## src/rtl/traffic_light_controller_param.sv

```systemverilog
// Purpose: two-road intersection controller (main, side, pedestrian) with tunable phase timing and a flash mode.
// Latency: inputs are sampled on one edge; the state, phase and lamps change on that same edge.
// Backpressure: none. The inputs are levels sampled every cycle, and requests are held in latches until served.
module traffic_light_controller_param #(
  parameter int unsigned MAIN_GREEN_T   = 12,
  parameter int unsigned MAIN_GREEN_MIN = 6,
  parameter int unsigned YELLOW_T       = 3,
  parameter int unsigned ALL_RED_T      = 1,
  parameter int unsigned SIDE_GREEN_T   = 6,
  parameter int unsigned SIDE_GREEN_EXT = 3,
  parameter int unsigned WALK_T         = 3,
  parameter int unsigned SIDE_ON_DEMAND = 0,
  parameter int unsigned CNT_W          = 8
) (
  input  logic       clk,
  input  logic       rst,
  input  logic       walk_button,
  input  logic       sensor,
  input  logic       flash_mode,
  output logic       main_green,
  output logic       main_yellow,
  output logic       main_red,
  output logic       side_green,
  output logic       side_yellow,
  output logic       side_red,
  output logic       walk_lamp,
  output logic [2:0] phase
);

  // State codes are visible on the phase output, so they must keep these values.
  localparam logic [2:0] ST_MG    = 3'd0;
  localparam logic [2:0] ST_MY    = 3'd1;
  localparam logic [2:0] ST_AR1   = 3'd2;
  localparam logic [2:0] ST_SG    = 3'd3;
  localparam logic [2:0] ST_SY    = 3'd4;
  localparam logic [2:0] ST_AR2   = 3'd5;
  localparam logic [2:0] ST_WALK  = 3'd6;
  localparam logic [2:0] ST_FLASH = 3'd7;

  // A state of duration D leaves on the edge where elapsed equals D-1.
  localparam logic [CNT_W-1:0] MG_LAST     = CNT_W'(MAIN_GREEN_T - 1);
  localparam logic [CNT_W-1:0] MG_MIN_LAST = CNT_W'(MAIN_GREEN_MIN - 1);
  localparam logic [CNT_W-1:0] Y_LAST      = CNT_W'(YELLOW_T - 1);
  localparam logic [CNT_W-1:0] AR_LAST     = CNT_W'(ALL_RED_T - 1);
  localparam logic [CNT_W-1:0] SG_LAST     = CNT_W'(SIDE_GREEN_T - 1);
  localparam logic [CNT_W-1:0] SG_EXT_LAST = CNT_W'(SIDE_GREEN_T + SIDE_GREEN_EXT - 1);
  localparam logic [CNT_W-1:0] WALK_LAST   = CNT_W'(WALK_T - 1);
  localparam logic             ON_DEMAND   = (SIDE_ON_DEMAND != 0);

  logic [2:0]       state;
  logic [2:0]       state_nxt;
  logic [CNT_W-1:0] elapsed;
  logic             sensor_req;
  logic             walk_req;
  logic             flash_on;

  logic sensor_pend;
  logic walk_pend;
  logic state_change;
  logic main_timer_done;

  // Requests seen on the deciding edge count, even if they were not latched before.
  assign sensor_pend  = sensor_req | sensor;
  assign walk_pend    = walk_req | walk_button;
  assign state_change = (state_nxt != state);

  // The main-green timer uses >= so that a green held by on-demand mode can still end
  // on a later request, after the elapsed count has gone past the nominal duration.
  assign main_timer_done = (elapsed >= MG_LAST) &&
                           (!ON_DEMAND || sensor_pend || walk_pend);

  // Next-state selection. Within each state, flash_mode is tested before any timer.
  always_comb begin
    state_nxt = state;
    case (state)
      ST_MG: begin
        if (flash_mode)
          state_nxt = ST_MY;
        else if (sensor_pend && (elapsed >= MG_MIN_LAST))
          state_nxt = ST_MY;
        else if (main_timer_done)
          state_nxt = ST_MY;
      end
      ST_MY: begin
        if (elapsed >= Y_LAST)
          state_nxt = ST_AR1;
      end
      ST_AR1: begin
        if (elapsed >= AR_LAST) begin
          if (flash_mode)
            state_nxt = ST_FLASH;
          else if (!ON_DEMAND || sensor_pend)
            state_nxt = ST_SG;
          else
            state_nxt = ST_WALK;
        end
      end
      ST_SG: begin
        // Only the live sensor can extend the green, and only once, up to SG_EXT_LAST.
        if (flash_mode)
          state_nxt = ST_SY;
        else if ((elapsed == SG_LAST) && !sensor)
          state_nxt = ST_SY;
        else if (elapsed >= SG_EXT_LAST)
          state_nxt = ST_SY;
      end
      ST_SY: begin
        if (elapsed >= Y_LAST)
          state_nxt = ST_AR2;
      end
      ST_AR2: begin
        if (elapsed >= AR_LAST) begin
          if (flash_mode)
            state_nxt = ST_FLASH;
          else if (walk_pend)
            state_nxt = ST_WALK;
          else
            state_nxt = ST_MG;
        end
      end
      ST_WALK: begin
        if (flash_mode)
          state_nxt = ST_AR2;
        else if (elapsed >= WALK_LAST)
          state_nxt = ST_MG;
      end
      ST_FLASH: begin
        // Leaving flash goes through all-red before any green.
        if (!flash_mode)
          state_nxt = ST_AR2;
      end
      default: state_nxt = ST_MG;
    endcase
  end

  // State register.
  always_ff @(posedge clk) begin
    if (rst)
      state <= ST_MG;
    else
      state <= state_nxt;
  end

  // Elapsed counter: restarts on every state change, counts up, and stops at all-ones.
  always_ff @(posedge clk) begin
    if (rst)
      elapsed <= '0;
    else if (state_change)
      elapsed <= '0;
    else if (elapsed != '1)
      elapsed <= elapsed + 1'b1;
  end

  // Side-street request latch. It is cleared when the side green starts or flash starts.
  // While the side road is being served, it does not record new requests.
  always_ff @(posedge clk) begin
    if (rst)
      sensor_req <= 1'b0;
    else if (state_change && ((state_nxt == ST_SG) || (state_nxt == ST_FLASH)))
      sensor_req <= 1'b0;
    else if (sensor && (state != ST_SG) && (state != ST_SY) && (state != ST_FLASH))
      sensor_req <= 1'b1;
  end

  // Pedestrian request latch. It is cleared when walk or flash starts.
  // A press during WALK re-arms it, so another walk is requested.
  always_ff @(posedge clk) begin
    if (rst)
      walk_req <= 1'b0;
    else if (state_change && ((state_nxt == ST_WALK) || (state_nxt == ST_FLASH)))
      walk_req <= 1'b0;
    else if (walk_button && (state != ST_FLASH))
      walk_req <= 1'b1;
  end

  // Flash toggle: lit on the first flash cycle, then inverted every cycle; zero outside flash.
  always_ff @(posedge clk) begin
    if (rst)
      flash_on <= 1'b0;
    else if (state_nxt == ST_FLASH)
      flash_on <= (state == ST_FLASH) ? ~flash_on : 1'b1;
    else
      flash_on <= 1'b0;
  end

  // Moore lamp decode from the registered state and flash toggle.
  always_comb begin
    main_green  = 1'b0;
    main_yellow = 1'b0;
    main_red    = 1'b0;
    side_green  = 1'b0;
    side_yellow = 1'b0;
    side_red    = 1'b0;
    walk_lamp   = 1'b0;
    case (state)
      ST_MG: begin
        main_green = 1'b1;
        side_red   = 1'b1;
      end
      ST_MY: begin
        main_yellow = 1'b1;
        side_red    = 1'b1;
      end
      ST_SG: begin
        main_red   = 1'b1;
        side_green = 1'b1;
      end
      ST_SY: begin
        main_red    = 1'b1;
        side_yellow = 1'b1;
      end
      ST_WALK: begin
        main_red  = 1'b1;
        side_red  = 1'b1;
        walk_lamp = 1'b1;
      end
      ST_FLASH: begin
        main_yellow = flash_on;
        side_red    = flash_on;
      end
      default: begin
        main_red = 1'b1;
        side_red = 1'b1;
      end
    endcase
  end

  assign phase = state;

endmodule
```

## config.mk

```make
export PLATFORM = sky130hd
export DESIGN_NAME = traffic_light_controller_param
export DESIGN_NICKNAME = d
export VERILOG_FILES = /design/src/rtl/traffic_light_controller_param.sv
export SDC_FILE = /design/constraint.sdc
export NUM_CORES = 1
export LEC_CHECK = 0
export CORE_MARGIN = 1.5
export CORE_UTILIZATION = 45
export DETAILED_ROUTE_END_ITERATION = 7
export PLACE_DENSITY_LB_ADDON = 0.3
export REMOVE_ABC_BUFFERS = 1
export SLEW_MARGIN = 40
export SYNTH_ARGS = -nofsm -noshare
export SYNTH_HDL_FRONTEND = slang
export SYNTH_SLANG_ARGS = --single-unit
```

## constraint.sdc

```tcl
create_clock -name clk -period 4.7 [get_ports clk]
set_input_delay 0.94 -clock clk [delete_from_list [all_inputs] [get_ports clk]]
set_output_delay 0.94 -clock clk [all_outputs]
set_load 0.03 [all_outputs]
```

-- Word-level counts from Yosys, hierarchy flattened
Cells that the tools add are included.
- add/subtract/negate cells: 1
- $lt $le $gt $ge: 5
- eq/ne operators: 16
- multiplexer cells: 25
- bitwise operators: 4
- reductions and logical operators: 18
- operators with widths (operator ; number):
    two-way mux 3 bit ; 16
    one-hot mux 3 bit (8 select lines) ; 1
    equality test 3 bit (second input constant) ; 6
    >= comparator 8 x 4 -> 1 bit (second input constant) ; 2
    OR reduction 2 bit ; 5
    equality test 3 x 2 -> 1 bit (second input constant) ; 3
    adder 8 x 1 -> 8 bit (second input constant) ; 1
    equality test 8 x 3 -> 1 bit (second input constant) ; 1
    >= comparator 8 x 1 -> 1 bit (second input constant) ; 1
    >= comparator 8 x 2 -> 1 bit (second input constant) ; 1
    >= comparator 8 x 3 -> 1 bit (second input constant) ; 1
    logical AND 1 bit ; 8
    != test 8 bit (second input constant) ; 1
    two-way mux 1 bit ; 6
    != test 3 bit (second input constant) ; 2
    one-hot mux 1 bit (2 select lines) ; 2
    equality test 3 x 1 -> 1 bit (second input constant) ; 1
    logical NOT 3 bit ; 1
    != test 3 x 2 -> 1 bit (second input constant) ; 1
    != test 3 bit ; 1
    OR reduction 3 bit ; 1
    logical OR 1 bit ; 2
    NOT 1 bit ; 2
    OR 1 bit ; 2
    logical NOT 1 bit ; 1
- flip-flop bits (word level): 14
- bits of input ports: 5
- output and inout port bits: 10
- word-level logic and storage cells: 74

-- Depth between registers and ports, before layout
Gate-level depths: netlist of run 1.
- word-level depth: 9
- mapped depth: 8
- mapped depth without buffers: 8

-- Least setup slack after synthesis of run 1
Ideal clock, no wire load.
- path type: reg2out
- start point: reg state[2], in the netlist phase[2]
- end point: out side_red
- data arrival time: 2.126 ns
- setup slack: 1.634 ns
- cell stages (with the launch flop): 5
- buffers on the path: 1
- cell sequence: dfxtp_1 buf_2 inv_1 nor3_1 a21oi_1
- word-level cells in the longest chain between the ends: 3
- ends and longest elaborated chain (item ; RTL line ; source):
    from (decl) ; 50 ; logic [2:0] state;
    from (signal assigned) ; 141 ; state <= state_nxt;
    equality test 3 bit or equality test 3 x 2 -> 1 bit (tied branches) ; 195 ; case (state)
    OR reduction 2 bit (no source line) ; -- ;
    one-hot mux 1 bit (2 select lines) * ; 195 ;
    to (decl) ; 25 ; output logic side_red,
Every way passes the cells marked *; elsewhere a longest branch is shown, timed or not.

-- Worst setup path in the final report of run 1
- start point: reg state[2], in the netlist phase[2]
- end point: out side_yellow
- word-level cells in the longest chain between the ends: 2
- ends and longest elaborated chain (item ; RTL line ; source):
    equality test 3 bit ; 195 ;
    two-way mux 1 bit ; 195 ;
    to (decl) ; 24 ; output logic side_yellow,
No other way between the ends.

==> run_results.csv, run 1 <==
group,metric,value,unit
run_status,status,"finished clean",
timing,clock-skew-final,0.00756,ns
finish,final_nets,156,
worst_hold_path,hold_path_class,"reg -> reg",
power,swShare,0.411,
place,gp_congestion,0.916,
logic_synthesis,async_reset_ff_frac,0,
detailed_routing,drt_pass1_iterations,4,
setup_path,reg2regPathDepth,6,
floorplanning,core.rowCount,17,
floorplanning,die_w,51.6,um
timing,tns,0,ns
grt,grt-ovfl-total,0,
clock_tree,clk_latency,0.29,ns
finish,mostFrequentLayoutCell,"nor2_1",
logic_synthesis,ys_warn_count,0,
finish,syn_to_final_growth,15.9,%
setup_path,crit_path_top_delay_cell,"clkdlybuf4s50_1",
detailed_routing,wire_per_inst,13.6,um
logic_synthesis,synthFlopType,"dfxtp_1",
finish,layout_common_cells,"nor2_1 (20), dfxtp_1 (14), clkdlybuf4s50_1 (14)",
logic_synthesis,yosysSeqAreaShare,0.263,
power,p_per_area,362,nW/um2
timing,finalSetupViolations,0,
logic_synthesis,yosysUniqueCellTypes,45,
finish,multi_input_area,723,um2
logic_synthesis,syn_avg_cell_area,7.72,um2
setup_path,r2r_end,"elapsed[5]$_SDFFE_PP0P_",
finish,drive_gt1_frac,0.0890,
detailed_routing,routed_wl,2370,um
logic_synthesis,syn_inst,138,
timing,drv_slew,0,
setup_path,start_kind,"register",
detailed_routing,drtAntennaViolNets,0,
power,power_frac_seq,0.364,
flow_run,maxCapViolations,0,
setup_path,cp_max_fo,20,
timing,post-route-period-util,0.761,
power,p_int,263,uW
grt,grt_max_degree,21,
setup_path,crit_path_end_kind,"output port",
logic_synthesis,ys_seq_elements,14,
setup_path,crit_end,"side_yellow",
clock_tree,cts_setup_buffers,0,
finish,antenna_cells,0,
power,peakVddDrop,0.000191,V
setup_path,r2r_start,"phase[1]$_SDFF_PP0_",
clock_tree,numCtsBuffers,3,
setup_path,r2r_setup_slack,2.30,ns
floorplanning,io_pins,15,
setup_path,critPathMaxStageDelay,0.78,ns
setup_path,crit_type,"reg -> out",
place,numPortBuffers,14,
logic_synthesis,synth_edf_count,0,
power,pwr-share-comb,0.436,
grt,track_usage,0.207,
power,p_leak,0.436,nW
clock_tree,clk_pin_slew,0.09,ns
floorplanning,die_h,51.6,um
clock_tree,cts.path.max_buffers,2,
clock_tree,cts_tree,"yes",
grt,grt_pass1_vias,917,
clock_tree,clock-sinks,14,
clock_tree,cts_resized,0,
finish,final_cell_area,1230,um2
grt,antenna_found_initial,0,
detailed_routing,vias_per_cell,5.98,
setup_path,critPathArrivalTime,2.64,ns
timing,fmax,0.280,GHz
place,placed_area,1200,um2
power,clkPwrFrac,0.199,
clock_tree,root_buffer,"clkbuf_4",
timing,finalHoldViolations,0,
finish,fillers,204,
power,p_switching,184,uW
floorplanning,dieArea,2670,um2
detailed_routing,num_vias,1040,
logic_synthesis,syn-cell-area,1060,um2
floorplanning,core_area,2230,um2
floorplanning,start_util,0.477,
setup_path,crit_start,"phase[2]$_SDFF_PP0_",
setup_path,crit_chain,"inv_1, nor3_1, clkdlybuf4s50_1",
timing,min_period,3.58,ns
place,dp_hpwl,1720,um
timing,max_slew_margin,0.578,
timing,tightestPinTransition,0.633,ns
clock_tree,ctsHoldBuffers,0,
setup_path,cp.required,3.76,ns
timing,hold_slack,0.544,ns
clock_tree,htreeDepth,1,
detailed_routing,drtIter0Drc,22,
grt,grt_pass1_wl,4200,um
finish,ff_latch_area,280,um2
detailed_routing,drcViolationCount,0,
timing,rsz0062_at_grt,"no",
[metal layers]
metal	GRT usage	wire (um)
met5	0	0
met1	0.293	1190
met2	0.318	1040
met4	0.0789	31
met3	0.0259	99
[per-stage QoR]
stage,utilization,cells,setup slack [ns],total power [mW]
after floorplan,-,128,1.42,0.296
after global placement,0.536,170,1.58,0.358
after detailed placement,0.536,170,1.50,0.360
after CTS,0.552,174,1.18,0.448
after global routing,0.552,174,0.858,0.482
final,0.552,174,1.12,0.447
[worst max-delay path: cells and delay by family, from the launching register on]
| family | cells | cell delay, ns |
|---|---|---|
| DFF | 1 | 0.72 |
| buffers and inverters | 2 | 1.05 |
| and+or+nand+nor | 1 | 0.57 |
[power groups by stage]
stage | logic, mW | clock network, mW | registers, mW
2_1_floorplan | 0.130 | 0 | 0.166
5_1_grt | 0.213 | 0.100 | 0.168
3_3_place_gp | 0.193 | 0 | 0.165
4_1_cts | 0.196 | 0.0894 | 0.163
3_5_place_dp | 0.195 | 0 | 0.166
6_report | 0.195 | 0.0892 | 0.163
[flip-flops by register name, summed over array words and instances, names as in the netlist]
| name | flops |
|---|---|
| walk_req | 1 |
| sensor_req | 1 |
| flash_on | 1 |
| phase | 3 |
| elapsed | 8 |
[synth_stat cells, types with 3 or more instances]
cell type,n,area share
clkbuf_1,4,0.014
buf_2,4,0.019
a31oi_1,4,0.023
nor2_1,20,0.071
a21oi_1,11,0.052
o21a_1,5,0.035
nand2_1,8,0.028
dfxtp_1,14,0.26
inv_1,5,0.018
or3_1,3,0.018
o21ai_0,4,0.019
ha_1,4,0.047
and3_1,3,0.018
nand3_1,5,0.023
nor3_1,7,0.033
[worst min-delay path by stage]
stage,endpoint,slack (ns),cells past startpoint,start
after floorplan,elapsed[6]$_SDFFE_PP0P_,0.49,1,elapsed[6]$_SDFFE_PP0P_
after CTS,walk_req$_SDFFE_PP0P_,0.54,2,walk_req$_SDFFE_PP0P_
after global routing,elapsed[6]$_SDFFE_PP0P_,0.57,1,elapsed[6]$_SDFFE_PP0P_
final,walk_req$_SDFFE_PP0P_,0.54,2,walk_req$_SDFFE_PP0P_
after detailed placement,walk_req$_SDFFE_PP0P_,0.53,2,walk_req$_SDFFE_PP0P_
after global placement,elapsed[6]$_SDFFE_PP0P_,0.51,1,elapsed[6]$_SDFFE_PP0P_
[area by class of cell]
type	count	area share
clock buffers	4	0.0294
inverters	5	0.0152
multi-input cells	109	0.586
flip-flops and latches	14	0.227
well taps	28	0.0284
repair buffers	14	0.114
[kinds of logic (layout without fill, tap and decap cells)]
| family | Yosys count | after routing | synth area share |
|---|---|---|---|
| AO/OA/AOI/OAI | 43 | 43 | 0.304 |
| multiplexers | 1 | 1 | 0.0141 |
| flip-flops | 14 | 14 | 0.263 |
| AND/OR/NAND/NOR | 59 | 59 | 0.297 |
| buffers and inverters | 15 | 23 | 0.0576 |
| adder cells (fa/ha/maj) | 4 | 4 | 0.0470 |
| XOR/XNOR | 2 | 2 | 0.0165 |
(Power assumes the default switching activity.)
==> run 2: changes to the inputs <==
Clock period 4.7 ns to 3.6 ns, I/O delays scaled along.
==> run_results.csv, run 2 (same netlist as run 1, synthesis figures left out) <==
group,metric,value,unit
floorplanning,die_w,51.6,um
place,numPortBuffers,14,
clock_tree,clk_latency,0.28,ns
setup_path,critPathArrivalTime,2.27,ns
setup_path,cp_top_family,"buffers and inverters",
timing,tightestPinTransition,0.690,ns
detailed_routing,vias_per_cell,6.00,
finish,largest_reg_flops,8,
worst_hold_path,hold_path_class,"reg -> reg",
clock_tree,cts_tree,"yes",
detailed_routing,drcViolationCount,0,
grt,grt-ovfl-total,0,
power,peakVddDrop,0.000262,V
floorplanning,core_area,2230,um2
setup_path,crit_path_end_kind,"output port",
clock_tree,htreeDepth,1,
grt,antenna_found_initial,0,
grt,grt_pass1_vias,952,
finish,mostFrequentLayoutCell,"nor2_1",
detailed_routing,num_vias,1050,
clock_tree,ctsHoldBuffers,0,
floorplanning,io_pins,15,
run_status,status,"finished clean",
grt,grt_pass1_wl,4260,um
detailed_routing,drtAntennaViolNets,0,
timing,post-route-period-util,0.830,
setup_path,crit_type,"reg -> out",
setup_path,crit_path_top_delay_cell,"clkdlybuf4s50_1",
finish,drive_gt1_frac,0.0952,
timing,fmax,0.335,GHz
finish,antenna_cells,0,
clock_tree,root_buffer,"clkbuf_4",
timing,tns,0,ns
setup_path,critPathMaxStageDelay,0.80,ns
finish,ff_latch_area,280,um2
timing,drv_slew,0,
setup_path,cp.required,2.88,ns
clock_tree,cts.path.max_buffers,2,
grt,grt_max_degree,21,
place,place_ws,0.893,ns
timing,hold_slack,0.541,ns
timing,min_period,2.99,ns
floorplanning,die_h,51.6,um
finish,layout_common_cells,"nor2_1 (20), dfxtp_1 (14), clkdlybuf4s50_1 (14)",
detailed_routing,wire_per_inst,14.0,um
floorplanning,dieArea,2670,um2
power,p_leak,0.442,nW
power,p_per_area,469,nW/um2
finish,fillers,228,
floorplanning,core.rowCount,17,
setup_path,start_kind,"register",
clock_tree,numCtsBuffers,3,
timing,finalSetupViolations,0,
clock_tree,clk_pin_slew,0.08,ns
finish,syn_to_final_growth,16.6,%
detailed_routing,routed_wl,2440,um
timing,clock-skew-final,0.00113,ns
place,gp_congestion,0.917,
flow_run,maxCapViolations,0,
detailed_routing,drt_pass1_iterations,4,
grt,track_usage,0.211,
detailed_routing,drtIter0Drc,12,
finish,multi_input_area,723,um2
timing,setup_ws,0.612,ns
setup_path,worst-path-buf-inv,1,
power,totalPowerFinal,582,uW
floorplanning,start_util,0.477,
clock_tree,cts_setup_buffers,0,
place,dp_hpwl,1760,um
finish,regMostFlops,"elapsed",
setup_path,crit_chain,"nor3_1, clkdlybuf4s50_1",
finish,final_nets,157,
clock_tree,cts_resized,0,
place,placed_area,1200,um2
timing,max_slew_margin,0.537,
clock_tree,clock-sinks,14,
finish,final_cell_area,1240,um2
timing,finalHoldViolations,0,
timing,rsz0062_at_grt,"no",
setup_path,cp_max_fo,20,
[run 2: cell types whose count changed in the layout (fill, tap and decap cells not counted), sizes merged]
cell	previous run	this run
buf	0	1
[run 2: layout make-up]
type,instances,share of cell area
multi-input combinational,109,0.583
sequential,14,0.226
timing repair buffer,15,0.119
clock buffer,4,0.0292
tap,28,0.0282
inverter,5,0.0151
[run 2: per-layer routing]
layer / vias up / global-route usage / wire length [um]
met2: 27 / 0.340 / 1160
met3: 5 / 0.0460 / 115
met1: 489 / 0.271 / 1140
met5: - / 0 / 0
met4: 0 / 0.0921 / 29
li1: 529 / - / -
[run 2: final timing paths]
| check | start | end | slack (ns) | cells past startpoint |
|---|---|---|---|---|
| worst max-delay path | phase[1]$_SDFF_PP0_ | side_yellow | 0.61 | 2 |
| worst min-delay path | walk_req$_SDFFE_PP0P_ | walk_req$_SDFFE_PP0P_ | 0.54 | 2 |
| worst max register to register | phase[1]$_SDFF_PP0_ | elapsed[6]$_SDFFE_PP0P_ | 1.20 | 6 |
| worst min register to register | walk_req$_SDFFE_PP0P_ | walk_req$_SDFFE_PP0P_ | 0.54 | 2 |
[run 2: worst reg2reg max path, stage by stage (launching register included)]
cell and delay, ns:
dfxtp_1 0.75, nand2_1 0.35, o41ai_1 0.39, a31oi_1 0.17, a221oi_4 0.28, nand4_4 0.21
a211oi_2 0.18
[run 2: report_power, final]
group / total, mW / internal [mW] / switching (mW)
clock: 0.114 / 0.0616 / 0.0528
combinational: 0.260 / 0.112 / 0.148
sequential: 0.208 / 0.171 / 0.0367
total: 0.582 / 0.345 / 0.237
[run 2: metrics by stage]
stage,util,std cells
final,0.556,175
after CTS,0.556,175
after detailed placement,0.539,171
after global routing,0.556,175
after floorplan,-,128
after global placement,0.539,171
